`src/rtl/timer_bank_if.sv`:
```
`default_nettype none
// ============================================================================
// timer_bank_if : 8-bit SFR bus between the control unit and timer_bank
// Rev 1.0
// ============================================================================
interface timer_bank_if #(
  parameter int AW = 5
) ();
  logic          wr_en;
  logic          rd_en;
  logic [AW-1:0] addr;
  logic [7:0]    wdata;
  logic [7:0]    rdata;
  logic          rvalid;

  modport master (output wr_en, rd_en, addr, wdata, input rdata, rvalid);
  modport slave  (input wr_en, rd_en, addr, wdata, output rdata, rvalid);
endinterface
`default_nettype wire

```
`src/rtl/timer_bank.sv`:
```
`default_nettype none
// ============================================================================
// timer_bank : CH-channel W-bit timer/counter bank (free-run, reload, one-shot, event)
// Rev 1.0
// ============================================================================
module timer_bank #(
  parameter int CH  = 2,
  parameter int W   = 16,
  parameter int PRE = 12
) (
  input  logic          clk_i,
  input  logic          reset_ni,
  timer_bank_if.slave   bus,
  input  logic [CH-1:0] ev_in_i,
  input  logic [CH-1:0] gate_in_i,
  output logic [CH-1:0] irq_o,
  output logic [CH-1:0] ovf_pulse_o
);

  localparam int NB = W / 8;
  localparam int PW = (PRE > 1) ? $clog2(PRE) : 1;

  logic [PW-1:0] pre_q, pre_d;
  logic [CH-1:0] gate_s1_q, gate_s2_q;
  logic [CH-1:0] ev_s1_q, ev_s2_q, ev_s3_q;
  logic [CH-1:0] run_q, run_d, gate_en_q, gate_en_d, irq_en_q, irq_en_d;
  logic [CH-1:0] flag_q, flag_d, ovf_q, ovf_d;
  logic [1:0]    mode_q   [CH];
  logic [1:0]    mode_d   [CH];
  logic [W-1:0]  count_q  [CH];
  logic [W-1:0]  count_d  [CH];
  logic [W-1:0]  reload_q [CH];
  logic [W-1:0]  reload_d [CH];
  logic [W-1:0]  shadow_q [CH];
  logic [W-1:0]  shadow_d [CH];
  logic [7:0]    rdata_q, rdata_d;
  logic          rvalid_q;

  logic [31:0]   w_ch;
  logic [3:0]    w_reg;
  logic          w_sel;
  logic          w_tick;
  logic [CH-1:0] w_ev_rise, w_en, w_evt, w_wr, w_cnt_wr;

  assign w_ch      = 32'(bus.addr) >> 4;
  assign w_reg     = bus.addr[3:0];
  assign w_sel     = (w_ch < 32'(CH));
  assign w_tick    = (pre_q == PW'(PRE - 1));
  assign w_ev_rise = ev_s2_q & ~ev_s3_q;
  assign w_en      = run_q & (~gate_en_q | gate_s2_q);

  assign irq_o       = flag_q & irq_en_q;
  assign ovf_pulse_o = ovf_q;
  assign bus.rdata   = rdata_q;
  assign bus.rvalid  = rvalid_q;

  always_comb begin
    pre_d     = w_tick ? '0 : pre_q + 1'b1;
    run_d     = run_q;
    gate_en_d = gate_en_q;
    irq_en_d  = irq_en_q;
    flag_d    = flag_q;
    mode_d    = mode_q;
    count_d   = count_q;
    reload_d  = reload_q;
    shadow_d  = shadow_q;
    ovf_d     = '0;
    rdata_d   = '0;
    w_wr      = '0;
    w_evt     = '0;
    w_cnt_wr  = '0;
    for (int i = 0; i < CH; i++) begin
      w_wr[i]     = bus.wr_en && w_sel && (w_ch == 32'(i));
      w_evt[i]    = w_en[i] && ((mode_q[i] == 2'd3) ? w_ev_rise[i] : w_tick);
      w_cnt_wr[i] = w_wr[i] && (w_reg >= 4'd2) && (w_reg < 4'(2 + NB));

      // A CPU write to COUNT suppresses the concurrent increment and its overflow.
      if (w_cnt_wr[i]) begin
        for (int b = 0; b < NB; b++) begin
          if (w_reg == 4'(2 + b)) count_d[i][b*8 +: 8] = bus.wdata;
        end
      end else if (w_evt[i]) begin
        if (&count_q[i]) begin
          ovf_d[i]   = 1'b1;
          count_d[i] = (mode_q[i] == 2'd0) ? '0 : reload_q[i];
          if (mode_q[i] == 2'd2) run_d[i] = 1'b0;
        end else begin
          count_d[i] = count_q[i] + 1'b1;
        end
      end

      if (w_wr[i] && (w_reg == 4'd0)) begin
        run_d[i]     = bus.wdata[0];
        mode_d[i]    = bus.wdata[2:1];
        gate_en_d[i] = bus.wdata[3];
        irq_en_d[i]  = bus.wdata[4];
      end
      for (int b = 0; b < NB; b++) begin
        if (w_wr[i] && (w_reg == 4'(6 + b))) reload_d[i][b*8 +: 8] = bus.wdata;
      end
      flag_d[i] = (flag_q[i] & ~(w_wr[i] && (w_reg == 4'd1) && bus.wdata[0])) | ovf_d[i];

      if (bus.rd_en && w_sel && (w_ch == 32'(i))) begin
        if (w_reg == 4'd0) rdata_d = {3'b000, irq_en_q[i], gate_en_q[i], mode_q[i], run_q[i]};
        if (w_reg == 4'd1) rdata_d = {7'd0, flag_q[i]};
        for (int b = 0; b < NB; b++) begin
          if (w_reg == 4'(2 + b)) rdata_d = (b == 0) ? count_q[i][7:0] : shadow_q[i][b*8 +: 8];
          if (w_reg == 4'(6 + b)) rdata_d = reload_q[i][b*8 +: 8];
        end
        // Byte 0 read freezes the whole count so upper bytes read back coherently.
        if (w_reg == 4'd2) shadow_d[i] = count_q[i];
      end
    end
  end

  always_ff @(posedge clk_i) begin
    if (!reset_ni) begin
      pre_q     <= '0;
      gate_s1_q <= '0;
      gate_s2_q <= '0;
      ev_s1_q   <= '0;
      ev_s2_q   <= '0;
      ev_s3_q   <= '0;
      run_q     <= '0;
      gate_en_q <= '0;
      irq_en_q  <= '0;
      flag_q    <= '0;
      ovf_q     <= '0;
      rdata_q   <= '0;
      rvalid_q  <= 1'b0;
      for (int i = 0; i < CH; i++) begin
        mode_q[i]   <= '0;
        count_q[i]  <= '0;
        reload_q[i] <= '0;
        shadow_q[i] <= '0;
      end
    end else begin
      pre_q     <= pre_d;
      gate_s1_q <= gate_in_i;
      gate_s2_q <= gate_s1_q;
      ev_s1_q   <= ev_in_i;
      ev_s2_q   <= ev_s1_q;
      ev_s3_q   <= ev_s2_q;
      run_q     <= run_d;
      gate_en_q <= gate_en_d;
      irq_en_q  <= irq_en_d;
      flag_q    <= flag_d;
      ovf_q     <= ovf_d;
      rdata_q   <= rdata_d;
      rvalid_q  <= bus.rd_en;
      for (int i = 0; i < CH; i++) begin
        mode_q[i]   <= mode_d[i];
        count_q[i]  <= count_d[i];
        reload_q[i] <= reload_d[i];
        shadow_q[i] <= shadow_d[i];
      end
    end
  end

endmodule
`default_nettype wire

```
`src/flat_wrapper.sv`:
```
// flat-port wrapper written by rule: the top's interface ports become plain ports
module timer_bank_flat 
#(
  parameter int CH  = 2,
  parameter int W   = 16,
  parameter int PRE = 12
)
  (clk_i, reset_ni, ev_in_i, gate_in_i, irq_o, ovf_pulse_o, bus_wr_en, bus_rd_en, bus_addr, bus_wdata, bus_rdata, bus_rvalid);
  timer_bank_if #(.AW(($clog2(CH) + 4))) bus_i ();
  input  logic clk_i;
  input  logic reset_ni;
  input  logic [CH-1:0] ev_in_i;
  input  logic [CH-1:0] gate_in_i;
  output logic [CH-1:0] irq_o;
  output logic [CH-1:0] ovf_pulse_o;
  input wire logic [$bits(bus_i.wr_en)-1:0] bus_wr_en;
  input wire logic [$bits(bus_i.rd_en)-1:0] bus_rd_en;
  input wire logic [$bits(bus_i.addr)-1:0] bus_addr;
  input wire logic [$bits(bus_i.wdata)-1:0] bus_wdata;
  output wire logic [$bits(bus_i.rdata)-1:0] bus_rdata;
  output wire logic [$bits(bus_i.rvalid)-1:0] bus_rvalid;
  assign bus_i.wr_en = bus_wr_en;
  assign bus_i.rd_en = bus_rd_en;
  assign bus_i.addr = bus_addr;
  assign bus_i.wdata = bus_wdata;
  assign bus_rdata = bus_i.rdata;
  assign bus_rvalid = bus_i.rvalid;
  timer_bank #(.CH(CH), .W(W), .PRE(PRE)) u_core (.clk_i(clk_i), .reset_ni(reset_ni), .bus(bus_i), .ev_in_i(ev_in_i), .gate_in_i(gate_in_i), .irq_o(irq_o), .ovf_pulse_o(ovf_pulse_o));
endmodule
```
`config.mk`:
```
export PLATFORM = sky130hd
export DESIGN_NAME = timer_bank_flat
export DESIGN_NICKNAME = d
export VERILOG_FILES = /design/src/rtl/timer_bank_if.sv /design/src/rtl/timer_bank.sv /design/src/flat_wrapper.sv
export SDC_FILE = /design/constraint.sdc
export NUM_CORES = 1
export LEC_CHECK = 0
export BUFFER_PORTS_ARGS = -buffer_cell sky130_fd_sc_hd__clkbuf_2
export CAP_MARGIN = 20
export CORE_UTILIZATION = 60
export CTS_BUF_LIST = sky130_fd_sc_hd__clkbuf_16
export CTS_CLUSTER_DIAMETER = 40
export CTS_CLUSTER_SIZE = 24
export DETAILED_ROUTE_END_ITERATION = 7
export GPL_TIMING_DRIVEN = 0
export PLACE_DENSITY = 0.79
export SLEW_MARGIN = 20
export SYNTH_ARGS = -nofsm -noshare
export SYNTH_HDL_FRONTEND = slang
export SYNTH_SLANG_ARGS = --single-unit
```
`constraint.sdc`:
```
create_clock -name clk_i -period 3 [get_ports clk_i]
set_input_delay 0.45 -clock clk_i [delete_from_list [all_inputs] [get_ports clk_i]]
set_output_delay 0.45 -clock clk_i [all_outputs]
set_load 0.005 [all_outputs]
```
# Yosys cells after proc, flatten, opt, wreduce, memory -nomap -nowiden
# Index checks and enable logic that the tools add are counted.
dict set report totals {
  out_inout_bits 13
  inputBits 21
  register_bits 133
  elab_cells 150
}
dict set report classes {
  n_lt_le_gt_ge 3
  bitwise_logic 13
  reduce_logical 45
  n_addsub 3
  n_mux 42
  n_eq_ne 16
}
# cell n
set ops {}
lappend ops {{$mux 16} 8}
lappend ops {{$mux 8} 14}
lappend ops {{$add 16x1->16 const B} 2}
lappend ops {{$logic_not 32->1} 1}
lappend ops {{$reduce_and 16->1} 2}
lappend ops {{$logic_and 1x1->1} 22}
lappend ops {{$mux 1} 18}
lappend ops {{$reduce_bool 2->1} 8}
lappend ops {{$ne 2x2->1 const B} 6}
lappend ops {{$reduce_and 2->1} 6}
lappend ops {{$mux 5} 2}
lappend ops {{$eq 2x2->1 const B} 4}
lappend ops {{$eq 4x2->1 const B} 2}
lappend ops {{$eq 4x3->1 const B} 2}
lappend ops {{$reduce_and 4->1} 2}
lappend ops {{$and 2x2->2} 3}
lappend ops {{$add 4x1->4 const B} 1}
lappend ops {{$eq 4x1->1 const B} 1}
lappend ops {{$eq 4x4->1 const B} 1}
lappend ops {{$ge 4x2->1 const B} 1}
lappend ops {{$logic_not 2->1} 2}
lappend ops {{$logic_not 4->1} 1}
lappend ops {{$lt 4x3->1 const B} 1}
lappend ops {{$not 2->2} 2}
lappend ops {{6 further kinds} 10}

# Longest topological paths before layout
dict set report logic_depth {
  depth_word 15
  ltp_mapped 8
}

# Worst setup path after synthesis
# Ideal clock, no wire load.
dict set report synth_path {
  kind {reg2reg}
  start {reg u_core.count_q[0] (netlist name)}
  end {reg u_core.run_q[1]}
  path_buffers 1
  arrival_time_ps 1761
  synth_period_minus_slack_ps 1877
  setup_time_ps 116
  path_stages_with_launch 7
  path_slack_ps 1123
  cell_sequence {dfxtp_1 -> ha_1 -> nand3_1 -> nor4_4 -> buf_2 -> nand4b_1 -> a41o_1}
}
dict set report synth_between {
  elab_chain_len 3
}
# element line
set synth_rtl {}
lappend synth_rtl {{from (decl)} timer_bank.sv:30} ;# logic [W-1:0] count_q [CH];
lappend synth_rtl {{from (signal, indexed assignment)} timer_bank.sv:153} ;# count_q[i] <= count_d[i];
lappend synth_rtl {{$reduce_and 16->1} timer_bank.sv:83} ;# if (&count_q[i]) begin
lappend synth_rtl {{$reduce_bool 2->1 (no source line)} n/a}
lappend synth_rtl {{$reduce_and 4->1 (no source line)} n/a}
lappend synth_rtl {{to (signal assigned)} timer_bank.sv:144} ;# run_q <= run_d;
lappend synth_rtl {{to (decl)} timer_bank.sv:26} ;# logic [CH-1:0] run_q, run_d, gate_en_q, gate_en_d, irq_en_q, irq_en_d;
# Every way passes these cells.
# A chain may end at the register's enable or synchronous reset.

# Worst setup path in the final report
# Same ends and word-level chain as after synthesis.

==> run metrics <==
pin slew with the least headroom to its limit=0.837 ns; Initial Utilization=0.628; I/O pins=34; CP Data Required Time=about 3.3 ns; Hold Crit Class=primary input to flip-flop; CP Data Arrival Time=approximately 2.8 ns; startpoint types=flip-flop; mean post-synth cell area=between 8 and 9 um2; Critical-path top delay cell=nor4_4; Mapped Cells=around 730; asr flop ratio synth=0; CP Max Fanout=10; crit-path max cell delay=a little under 0.6 ns; Post-Syn Area=roughly 6200 um2; peak supply drop=around 0.00057 V; vias in the first global route=6017; n_diodes=0; Die Wd=between 100 and 150 um; TNS Setup=0 ns; clk_skew=between 0.01 and 0.015 ns; Worst Hold Launch=gate_in_i[0]; Worst slew margin=0.440; post-cts sizing count=0; first-pass GRT wire length=between 30000 and 40000 um; post-synthesis sequential area ratio=0.376; Endpoint, Worst Hold=u_core.gate_s1_q[0]$_SDFF_PN0_; Synth cell types=84; critical path class=flip-flop to flip-flop; initial antenna violation count=0; synthesized flop and latch total=around 120; syn nets=around 760; WL/cell=about 23 um; post-synth top area share=0.376; largest cells by area after synthesis=dfxtp_1 38%, mux2i_1 7.2%, nor2_1 4.8%; status=complete, but fails checks; Post-CTS Setup Repair Bufs=0; IO buf count=25; # DRC=1; Pins Over Slew Limit=0; CTS tree=done; CTS Hold Bufs=0; crit path time final=~2.4 ns; Post-synth EDFFs=0; Final Hold Fails=0; antenna-violating nets left=0; half-perimeter wire length after detailed placement=between 10000 and 15000 um; Routed Wire Length=roughly 21000 um; pin count of the biggest net entering global routing=17; die area=10800 um2; Core Box Area=9910 um2; H-tree depth reported by CTS=4; Sink Count=about 120; P_leak=~2.6 nW; post-synth top area cell=dfxtp_1; Clock transition at path regs=about 0.06 ns; Initial DRC Count=between 800 and 900; CTS max path bufs=2; # Max-Cap Violations=0; Reg-to-Reg Start=u_core.count_q[0]$_SDFFE_PN0P_; Final Non-Filler Cells=923; CP Cell Sequence=ha_1 -> nand3_1 -> nor4_4 -> buf_2 -> nand4b_1 -> a41o_1; Die Y=between 100 and 150 um; # rows=36; Sequential Area=2340 um2; Worst Hold Slack=~0.23 ns; pwr/cell area=550 nW/um2; fraction of layout cells with a size suffix above 1=0.144; multi-input combinational cell area=between 3000 and 4000 um2; failing checks=design-rule violations; worst skew pair latency=about 0.43 ns; Root Buffer=clkbuf_16; Tot GR Track Use=0.400; Top FF cell, synth=dfxtp_1; most frequent cells in the layout=117 x dfxtp_1, 79 x nor2_1, 70 x nand2_1; flop2flop setup slack=between 0.5 and 0.6 ns; DR vias/cell=between 6 and 7; Setup crit end kind=flip-flop; placed insts=891; Worst Hold Depth=2; TritonRoute pass-1 iters=8; fillers=794; r2r worst-path depth=6; setup violators final=0; Ys Warns=0; RSZ-0062 raised after global routing=false; via count=about 6300; most common cell after layout, fill and taps aside=dfxtp_1; area grow syn2layout=14.3%; gpl congestion=roughly 0.97; total gr overflow=0; Max Clk Rate=409 MHz; RR Endpoint=u_core.run_q[1]$_SDFFE_PN0P_; total CTS buffers=17; part of the cycle the worst path needs=0.815; nets=about 800
==> stage by stage <==
step                      utilization  cell area, um2  power [mW]  worst slack, ns
after floorplan                     -            6220        1.76             1.12
after global placement          0.657            6510        1.84            0.679
after detailed placement        0.657            6510        1.84            0.644
after CTS                       0.717            7110        3.89            0.605
after global routing            0.717            7110        3.98            0.469
final                           0.717            7110        3.91            0.555
==> cells by family (layout without fill, tap and decap cells) <==
kind of cell	after synthesis	after routing	synth area share
AO/OA/AOI/OAI	195	195	0.214
adder cells (fa/ha/maj)	3	3	0.00603
flip-flops	117	117	0.376
AND/OR/NAND/NOR	285	285	0.249
multiplexers	47	47	0.0760
buffers and inverters	69	126	0.0549
XOR/XNOR	17	17	0.0239
==> synthesized netlist by cell type (all sizes together), types with 11 or more instances <==
cell type and instances:
buf 33, nor3 13, o22ai 17, a21oi 48, nor2 83, mux2i 45, clkbuf 24, inv 12
nand3 37, a31oi 19, nand2 70, nand4 11, and2 14, o21ai 34, dfxtp 117
==> worst max-delay path, delay by kind of cell, from the launching register on <==
| family | cells | cell delay, ns |
|---|---|---|
| AND/OR/NAND/NOR | 3 | 0.99 |
| flip-flops | 1 | 0.49 |
| buffers and inverters | 1 | 0.32 |
| AO/OA/AOI/OAI | 1 | 0.27 |
| adder cells (fa/ha/maj) | 1 | 0.26 |
==> sequential cells by signal (all words and copies together), names as in the netlist <==
| register | cells |
|---|---|
| u_core.bus.rdata | 8 |
| u_core.bus.rvalid | 1 |
| u_core.count_q | 32 |
| u_core.ev_s1_q | 2 |
| u_core.ev_s2_q | 2 |
| u_core.ev_s3_q | 2 |
| u_core.flag_q | 2 |
| u_core.gate_en_q | 2 |
| u_core.gate_s1_q | 2 |
| u_core.gate_s2_q | 2 |
| u_core.irq_en_q | 2 |
| u_core.mode_q | 4 |
| u_core.ovf_pulse_o | 2 |
| u_core.pre_q | 4 |
| u_core.reload_q | 32 |
| u_core.run_q | 2 |
| u_core.shadow_q | 16 |
==> power by group <==
part	internal, mW	switching, mW	leakage [nW]
logic	0.0673	0.168	1.38
clock network	1.36	0.723	0.299
registers	1.57	0.0145	0.946
total	3.00	0.906	2.63
==> area by class of cell <==
class | instances | share of cell area
multi-input cells | 547 | 0.498
flip-flops and latches | 117 | 0.329
plain buffers | 57 | 0.0417
clock inverters | 15 | 0.0239
repair buffers | 25 | 0.0176
inverters | 12 | 0.00634
well taps | 133 | 0.0234
clock buffers | 17 | 0.0598
==> worst max-delay path by stage <==
stage / from / end / slack, ns / cells after the start
finish: u_core.count_q[0]$_SDFFE_PN0P_ / u_core.run_q[1]$_SDFFE_PN0P_ / 0.55 / 6
global placement: u_core.count_q[0]$_SDFFE_PN0P_ / u_core.count_q[9]$_SDFFE_PN0P_ / 0.68 / 7
CTS: u_core.count_q[0]$_SDFFE_PN0P_ / u_core.run_q[1]$_SDFFE_PN0P_ / 0.60 / 6
floorplan: u_core.count_q[0]$_SDFFE_PN0P_ / u_core.run_q[1]$_SDFFE_PN0P_ / 1.12 / 6
global route: u_core.count_q[0]$_SDFFE_PN0P_ / u_core.run_q[1]$_SDFFE_PN0P_ / 0.47 / 6
detailed placement: bus_addr[2] / u_core.count_q[9]$_SDFFE_PN0P_ / 0.64 / 8
==> per-layer routing <==
metal	track usage	wire [um]	part of all wire
met1	0.465	7810	0.36
met2	0.644	9830	0.46
met3	0.100	2150	0.10
met4	0.282	1640	0.076
met5	0	0	0
No activity file was read; power rests on OpenSTA's default activity.
